===== src/rtl/keypad_front_end_if.sv =====
// Button bundle between the raw switch inputs, the keypad front end and the lock FSM.
// The front end uses the master view; whoever drives the switches and consumes the pulses uses the slave view.
interface keypad_front_end_if;
    logic [3:0] raw_btn;
    logic       raw_enter;
    logic       raw_clear;
    logic [3:0] btn;
    logic       enter;
    logic       clear;
    logic       held;
    logic [7:0] event_count;

    modport master (
        input  raw_btn, raw_enter, raw_clear,
        output btn, enter, clear, held, event_count
    );

    modport slave (
        output raw_btn, raw_enter, raw_clear,
        input  btn, enter, clear, held, event_count
    );
endinterface


===== src/rtl/keypad_front_end.sv =====
// Keypad front end: synchronise and debounce six switches, merge near-simultaneous
// presses over a short window, and emit each event as a single-cycle pulse.
module keypad_front_end #(
    parameter int DEBOUNCE_CYCLES = 16,
    parameter int COMBO_CYCLES    = 4,
    parameter int CNT_W           = 8
) (
    input logic                clk,
    input logic                reset,
    keypad_front_end_if.master kp
);
    localparam int              N_IN     = 6;
    localparam logic [CNT_W-1:0] DB_LAST  = CNT_W'(DEBOUNCE_CYCLES - 1);
    localparam logic [CNT_W-1:0] WIN_LAST = CNT_W'(COMBO_CYCLES - 1);

    typedef enum logic [1:0] {IDLE, COLLECT, EMIT, HELD} state_t;

    // Vector order throughout is {clear, enter, btn[3:0]}.
    logic [N_IN-1:0]  raw;
    logic [N_IN-1:0]  sync_q1;
    logic [N_IN-1:0]  sync_q2;
    logic [N_IN-1:0]  stable;
    logic [CNT_W-1:0] db_cnt [N_IN];

    state_t           state;
    state_t           state_d;
    logic [N_IN-1:0]  acc;
    logic [N_IN-1:0]  acc_d;
    logic [CNT_W-1:0] win;
    logic [CNT_W-1:0] win_d;
    logic [7:0]       count;
    logic [N_IN-1:0]  pulse;

    assign raw = {kp.raw_clear, kp.raw_enter, kp.raw_btn};

    // NOTE: state is updated with non-blocking assignments so every flop samples pre-edge values.
    always_ff @(posedge clk) begin
        if (reset) begin
            sync_q1 <= '0;
            sync_q2 <= '0;
        end else begin
            sync_q1 <= raw;
            sync_q2 <= sync_q1;
        end
    end

    // NOTE: the per-input counter array is reset too, so a key held through reset restarts its debounce.
    always_ff @(posedge clk) begin
        if (reset) begin
            stable <= '0;
            for (int i = 0; i < N_IN; i++) db_cnt[i] <= '0;
        end else begin
            for (int i = 0; i < N_IN; i++) begin
                if (sync_q2[i] == stable[i]) begin
                    db_cnt[i] <= '0;
                end else if (db_cnt[i] == DB_LAST) begin
                    stable[i] <= sync_q2[i];
                    db_cnt[i] <= '0;
                end else begin
                    db_cnt[i] <= db_cnt[i] + CNT_W'(1);
                end
            end
        end
    end

    always_ff @(posedge clk) begin
        if (reset) begin
            state <= IDLE;
            acc   <= '0;
            win   <= '0;
            count <= '0;
        end else begin
            state <= state_d;
            acc   <= acc_d;
            win   <= win_d;
            if (state == EMIT) count <= count + 8'd1;
        end
    end

    // NOTE: every output of this block gets a default first, so no latch can be inferred.
    always_comb begin
        state_d = state;
        acc_d   = acc;
        win_d   = win;
        case (state)
            IDLE: begin
                if (stable != '0) begin
                    state_d = COLLECT;
                    acc_d   = stable;
                    win_d   = '0;
                end
            end
            COLLECT: begin
                // A release inside the window does not cancel; whatever was seen is reported.
                acc_d = acc | stable;
                if (win == WIN_LAST) state_d = EMIT;
                else                 win_d   = win + CNT_W'(1);
            end
            EMIT:    state_d = HELD;
            HELD:    if (stable == '0) state_d = IDLE;
            default: state_d = IDLE;
        endcase
    end

    assign pulse          = (state == EMIT) ? acc : '0;
    assign kp.btn         = pulse[3:0];
    assign kp.enter       = pulse[4];
    assign kp.clear       = pulse[5];
    assign kp.held        = (state != IDLE);
    assign kp.event_count = count;
endmodule

===== src/flat_wrapper.sv =====
// flat-port wrapper written by rule: the top's interface ports become plain ports
module keypad_front_end_flat 
#(
    parameter int DEBOUNCE_CYCLES = 16,
    parameter int COMBO_CYCLES    = 4,
    parameter int CNT_W           = 8
)
  (clk, reset, kp_raw_btn, kp_raw_enter, kp_raw_clear, kp_btn, kp_enter, kp_clear, kp_held, kp_event_count);
  keypad_front_end_if kp_i ();
  input logic clk;
  input logic reset;
  input wire logic [$bits(kp_i.raw_btn)-1:0] kp_raw_btn;
  input wire logic [$bits(kp_i.raw_enter)-1:0] kp_raw_enter;
  input wire logic [$bits(kp_i.raw_clear)-1:0] kp_raw_clear;
  output wire logic [$bits(kp_i.btn)-1:0] kp_btn;
  output wire logic [$bits(kp_i.enter)-1:0] kp_enter;
  output wire logic [$bits(kp_i.clear)-1:0] kp_clear;
  output wire logic [$bits(kp_i.held)-1:0] kp_held;
  output wire logic [$bits(kp_i.event_count)-1:0] kp_event_count;
  assign kp_i.raw_btn = kp_raw_btn;
  assign kp_i.raw_enter = kp_raw_enter;
  assign kp_i.raw_clear = kp_raw_clear;
  assign kp_btn = kp_i.btn;
  assign kp_enter = kp_i.enter;
  assign kp_clear = kp_i.clear;
  assign kp_held = kp_i.held;
  assign kp_event_count = kp_i.event_count;
  keypad_front_end #(.DEBOUNCE_CYCLES(DEBOUNCE_CYCLES), .COMBO_CYCLES(COMBO_CYCLES), .CNT_W(CNT_W)) u_core (.clk(clk), .reset(reset), .kp(kp_i));
endmodule

===== config.mk =====
export PLATFORM = sky130hd
export DESIGN_NAME = keypad_front_end_flat
export DESIGN_NICKNAME = d
export VERILOG_FILES = /design/src/rtl/keypad_front_end_if.sv /design/src/rtl/keypad_front_end.sv /design/src/flat_wrapper.sv
export SDC_FILE = /design/constraint.sdc
export NUM_CORES = 1
export LEC_CHECK = 0
export ABC_AREA = 1
export BUFFER_PORTS_ARGS = -buffer_cell sky130_fd_sc_hd__buf_4
export CAP_MARGIN = 20
export CORE_ASPECT_RATIO = 1.4
export CORE_MARGIN = 1.5
export CORE_UTILIZATION = 30
export DETAILED_ROUTE_END_ITERATION = 10
export SKIP_CTS_REPAIR_TIMING = 1
export SLEW_MARGIN = 15
export SYNTH_ARGS = -nofsm -noshare
export SYNTH_HDL_FRONTEND = slang
export SYNTH_SLANG_ARGS = --single-unit

===== constraint.sdc =====
create_clock -name clk -period 4 [get_ports clk]
set_input_delay 0.8 -clock clk [delete_from_list [all_inputs] [get_ports clk]]
set_output_delay 0.8 -clock clk [all_outputs]
set_load 0.01 [all_outputs]

After elaboration in Yosys (flattened, before gate mapping)

Memory sizes are Yosys's and may differ from the RTL's.
Cells that the tools add are included.

Add/subtract/negate cells: 8
Eq/ne operators: 20
Multiplexer cells: 96
Bitwise gates (word level): 25
Reduce and logical (&&, ||, !) cells: 14

Operators with widths:

| kind                                                                    | number |
|---|---|
| 8-bit 2-to-1 mux                                                        | 20 |
| 1-bit 2-to-1 mux                                                        | 68 |
| 8-bit by 1-bit adder with 8-bit output, second input constant           | 8 |
| 8-bit by 4-bit == test with 1-bit output, second input constant         | 6 |
| 1-bit bitwise OR                                                        | 18 |
| 8-bit one-hot mux with 2 select lines                                   | 1 |
| 2-bit AND reduction                                                     | 7 |
| 6-bit 2-to-1 mux                                                        | 2 |
| 6-bit one-hot mux with 2 select lines                                   | 1 |
| 8-bit by 2-bit == test with 1-bit output, second input constant         | 1 |
| 2-bit one-hot mux with 4 select lines                                   | 1 |
| 1-bit == test                                                           | 6 |
| 6-bit zero test                                                         | 1 |
| 2-bit 2-to-1 mux                                                        | 3 |
| 2-bit by 1-bit inequality test with 1-bit output, second input constant | 3 |
| 1-bit NOT                                                               | 6 |
| 6-bit bitwise OR                                                        | 1 |
| 3-bit AND reduction                                                     | 2 |
| 6-bit nonzero test                                                      | 1 |
| 2-bit == test, second input constant                                    | 2 |
| 2-bit nonzero test                                                      | 2 |
| 2-bit by 1-bit == test with 1-bit output, second input constant         | 1 |
| 2-bit zero test                                                         | 1 |
| 2-bit inequality test, second input constant                            | 1 |

Register bits: 42
Memory bits (writable): 48
Input bits: 8
Output and inout port bits: 15
Logic and storage cells: 176
Memories kept: 1

Memories:

| memory        | words | width | rd ports | clocked after memory_dff | wr ports | line                   | text |
|---|---|---|---|---|---|---|---|
| u_core.db_cnt | 6     | 8     | 6        | 0                        | 6        | keypad_front_end.sv:23 | `logic [CNT_W-1:0] db_cnt [N_IN];` |

Longest topological paths before layout

Depth in word-level cells: 7
Mapped depth: 9
Depth with buffers taken out: 9

Worst setup path before layout

OpenSTA, ideal clock, no wires.

Kind: reg2out
From: reg u_core.state[0]
To: out kp_clear
Arrival time: 1,033 ps
Data required time: 3,200 ps
Slack: 2,167 ps
Stages on the path, launching flop included: 6
Path buffers: 1
Cell sequence: dfxtp_1 -> inv_1 -> ha_1 -> clkbuf_1 -> nand2_1 -> inv_1

Word-level cells in the longest chain between the ends: 2

Ends and longest elaborated chain:

| item                   | line                    | text |
|---|---|---|
| from (decl)            | keypad_front_end.sv:25  | `state_t state;` |
| from (signal assigned) | keypad_front_end.sv:73  | `state <= state_d;` |
| 2-bit == test          | keypad_front_end.sv:105 | `assign pulse = (state == EMIT) ? acc : '0;` |
| 6-bit 2-to-1 mux       | keypad_front_end.sv:105 |  |
| to (decl)              | flat_wrapper.sv:17      | `output wire logic [$bits(kp_i.clear)-1:0] kp_clear;` |

No other way between the ends.

Final worst setup path

From: reg u_core.state[0]
To: out kp_btn[0]

Word-level cells in the longest chain between the ends: 2

Ends and longest elaborated chain:

| item             | line                    | text |
|---|---|---|
| 2-bit == test    | keypad_front_end.sv:105 |  |
| 6-bit 2-to-1 mux | keypad_front_end.sv:105 |  |
| to (decl)        | flat_wrapper.sv:15      | `output wire logic [$bits(kp_i.btn)-1:0] kp_btn;` |

No other way between the ends.

==> impl_summary.md <==
Run status
The run finished with clean final reports.

Route
After detailed routing, the total wire length is between 8 and 9 mm. The average wire length per cell after detail routing is 10.2 um. The average vias per placed instance is 4.33. The total DRC errors in the routed layout is 0. Detailed routing inserted a total of 3413 vias. The number of detailed-route iterations in the first pass is 4. The initial detailed-routing violation count is 128. In this run the remaining antenna-violating nets after routing total 0.

Finish
Registers take 2280 um^2. The area of the multi-input gates is 1940 um^2. The area added between synthesis and finish is 18.4%.

Leaving out filler cells and counting taps, the final layout contains 788. The fraction of final layout cells with drive strength greater than 1 is 7.68%. The number of nets at the end of the flow is 615. The fraction of the core area covered by cells at the end of the flow is 36.1%.

The repair_antennas step left the layout with diodes totalling 0. The filler cells instantiated in the layout total 1491.

Worst setup path
The reg-to-reg critical path endpoint is u_core.kp.event_count[7]. The arrival time of data at the critical path endpoint is 1.65 ns. The worst register-to-register path begins at u_core.state[0].

The most numerous cell type found on the critical path is sky130_fd_sc_hd__inv_1. The slowest stage of the critical path belongs to the cell sky130_fd_sc_hd__ha_1. Together, buffers and inverters on the worst path number 3. The critical path goes through inv_1, ha_1, nand2_1, inv_1, buf_4. Of all nets on the critical path, the largest fanout is 13.

By startpoint and endpoint, the worst setup path is classified as reg2out. The worst setup path is launched from a flop. Among cell families on the critical path, the largest total delay comes from adder cells.

For flop-to-flop paths, the worst setup slack is 2.15 ns. The required time of the worst setup path is 3.20 ns. The maximum cell stage delay along the critical path is roughly 0.50 ns. The element type at the critical path end is an output port. For the worst flop-to-flop path, the logic depth is 8. The most critical setup path has its startpoint at u_core.state[0].

Timing
Setup violations remaining at the end of the flow were counted as 0. The final hold violation count is 0. The max-slew violation count is 0. The sum of negative setup slack is 0 ns. The maximum frequency from static timing analysis is 408 MHz. Setup repair after global routing left no endpoint under its margin. For the pin with the worst max-slew slack, the measured transition is 0.522 ns. Once routing completed, OpenROAD measured the worst setup slack at 1.55 ns. The final setup skew is about 0.0057 ns. On the final layout, the worst hold slack is 0.405 ns. The final worst-path cycle share is 61.3%. The shortest period the worst path allows is 2.45 ns. Headroom to the max-slew limit came out at between 60% and 70%.

Min path
The worst hold path depth is 2. The terminating pin of the worst hold path is u_core.sync_q2[3]. In this run the worst hold path is classified as reg2reg. The worst hold path begins at u_core.sync_q1[3].

Yosys
In the post-synthesis netlist, the biggest area contributors are sky130_fd_sc_hd__edfxtp_1, sky130_fd_sc_hd__dfxtp_1, sky130_fd_sc_hd__nor2_1. The synthesized design devotes to its leading area cell type 33.0% of total area. Summed over all instances, the cell type with the most area after synthesis is sky130_fd_sc_hd__edfxtp_1. The post-synthesis instance total is 522.

The summed instance area of the synthesized netlist is 4370 um^2. Yosys printed 0 warnings. The count of state elements after synthesis is 90. The post-synthesis cell type count is 28. Dividing the synthesized area by the synthesized cell count gives around 8.4 um^2. Of the synthesized area, sequential elements account for 52.3%.

Die
For this configuration, the core starts out at a cell density of 30.5%. Row generation in the floorplan step produced 52 rows. The full die area is 15300 um^2. The core region is 14300 um^2. The die width is 105 um.

The die span in y is 146 um. The count of boundary I/O pins is 23.

Global route
The number of global-route vias before repair was approximately 3400. The first global-routing pass estimated 14.5 mm of wire. After global routing the overflow that remains totals 0. Entering global routing, the biggest net connects 26 pins.

For this run, the total global-route usage over all layers was measured as 11.5%. The number of antenna violations at the first check in global routing is 0.

Placed design
The number of I/O port buffers is 22. The routability congestion estimate is 0.873. The number of placed instances, taps included, is 772. At the placement stage, the worst setup path has a slack of 1.74 ns. Summed over all nets, the half-perimeter wirelength after detailed placement is 5.86 mm.

Clocking
The clock slew seen by the registers of the worst setup and hold paths is 0.06 ns. TritonCTS built the clock tree. The clock latency at the later pin of the worst-skew pair is around 0.34 ns. The tree is rooted in a sky130_fd_sc_hd__clkbuf_16. The H-tree depth reported by CTS is 3. The clock drives 90 sinks.

The number of CTS-inserted buffers is 9. The clock passes through at most 2 buffers.

Power
For this design the static power due to leakage is 2.13 nW. Across the VDD grid, the largest voltage drop is 0.000162 V. The power density relative to cell area is 417 nW/um^2.

Job
Max-cap violations in this run came to 0.
==> worst max path at each step <==
stage                      endpoint  slack, ns  cells past startpoint
5_1_grt                   kp_btn[3]       1.42                      5
3_3_place_gp   u_core.db_cnt[0][18]       1.79                      6
3_5_place_dp    u_core.db_cnt[0][5]       1.74                      6
6_report                  kp_btn[0]       1.55                      5
2_1_floorplan              kp_clear       2.17                      5
4_1_cts                   kp_btn[3]       1.50                      5
==> cell families after synthesis <==
logic type / count (synthesis) / share of synthesized area, %
and+or+nand+nor: 265 / 27.0
DFF: 90 / 52.3
buffers and inverters: 78 / 7.28
AOI/OAI and AO/OA: 64 / 7.45
adders and majority gates: 13 / 3.73
xor gates and xnor gates: 11 / 2.21
other: 1 / 0.0859
==> sequential cells by signal (all words and copies together) (netlist names) <==
signal,cells
u_core.sync_q2,6
u_core.state,2
u_core.win,8
u_core.sync_q1,6
u_core.kp.event_count,8
u_core.stable,6
u_core.db_cnt,48
u_core.acc,6
==> cells in the mapped netlist <==
cell,number
sky130_fd_sc_hd__edfxtp_1,48
sky130_fd_sc_hd__nor2_1,91
sky130_fd_sc_hd__nand3b_1,1
sky130_fd_sc_hd__xor2_1,8
sky130_fd_sc_hd__conb_1,1
sky130_fd_sc_hd__nor2_4,1
sky130_fd_sc_hd__nor2_2,1
sky130_fd_sc_hd__nand2_1,88
sky130_fd_sc_hd__o21bai_1,2
sky130_fd_sc_hd__inv_2,1
sky130_fd_sc_hd__nor3b_1,11
sky130_fd_sc_hd__buf_2,2
sky130_fd_sc_hd__a21oi_1,42
sky130_fd_sc_hd__o21ai_0,19
sky130_fd_sc_hd__dfxtp_1,42
sky130_fd_sc_hd__nor3_2,1
sky130_fd_sc_hd__xnor2_1,3
sky130_fd_sc_hd__inv_1,69
sky130_fd_sc_hd__nor4_1,1
sky130_fd_sc_hd__clkbuf_1,3
sky130_fd_sc_hd__nand3_1,38
sky130_fd_sc_hd__nand2_4,3
sky130_fd_sc_hd__o21ai_1,1
sky130_fd_sc_hd__nand4_1,8
sky130_fd_sc_hd__ha_1,13
sky130_fd_sc_hd__nor3_1,18
sky130_fd_sc_hd__nand2_2,3
sky130_fd_sc_hd__buf_6,3
==> metal layers <==
metal	vias to the layer above	GRT usage [%]	share of wire [%]
met5	-	0	0
met2	31	19.7	50
met1	1559	13.9	46
met4	0	5.34	1.8
met3	9	2.10	2.6
li1	1814	-	-
==> per-stage QoR <==
stage / total power, W / area (um^2)
3_5_place_dp: 0.00139 / 4890
6_report: 0.00216 / 5170
3_3_place_gp: 0.00137 / 4890
4_1_cts: 0.00218 / 5170
5_1_grt: 0.00226 / 5170
2_1_floorplan: 0.00130 / 4540
==> final cells by class <==
class                      instances  share of cell area, %
clock buffer                      10                   4.84
tap                              189                   4.58
clock inverter                     6                  0.557
sequential                        90                   44.2
multi-input combinational        401                   37.6
inverter                          70                   5.08
timing repair buffer              22                   3.20
==> power breakdown <==
part | switching [W] | internal (W) | total (W) | leakage, nW
sequential | 0.0000437 | 0.00102 | 0.00107 | 0.837
combinational | 0.000194 | 0.000102 | 0.000296 | 1.15
clock | 0.000342 | 0.000451 | 0.000793 | 0.143
==> worst reg2reg max path: cells and delay by family, from the launching register on <==
| family | cells | cell delay, ns |
|---|---|---|
| buf+inv | 1 | 0.11 |
| flops | 1 | 0.34 |
| fa+ha+maj | 1 | 0.50 |
| simple gates | 4 | 0.62 |
| compound gates | 2 | 0.20 |
==> cell usage in the layout (no fill, tap or decap), drive strengths merged <==
cell type,count
o21ai,20
a21oi,42
nor3,19
nand3b,1
nor3b,11
clkinv,5
edfxtp,48
clkbuf,10
nand3,38
xor2,8
o21bai,2
inv,71
buf,22
ha,13
nor2,93
dfxtp,42
xnor2,3
nor4,1
nand2,94
nand4,8
conb,48
Note: power is estimated with default switching activity, not from simulation.
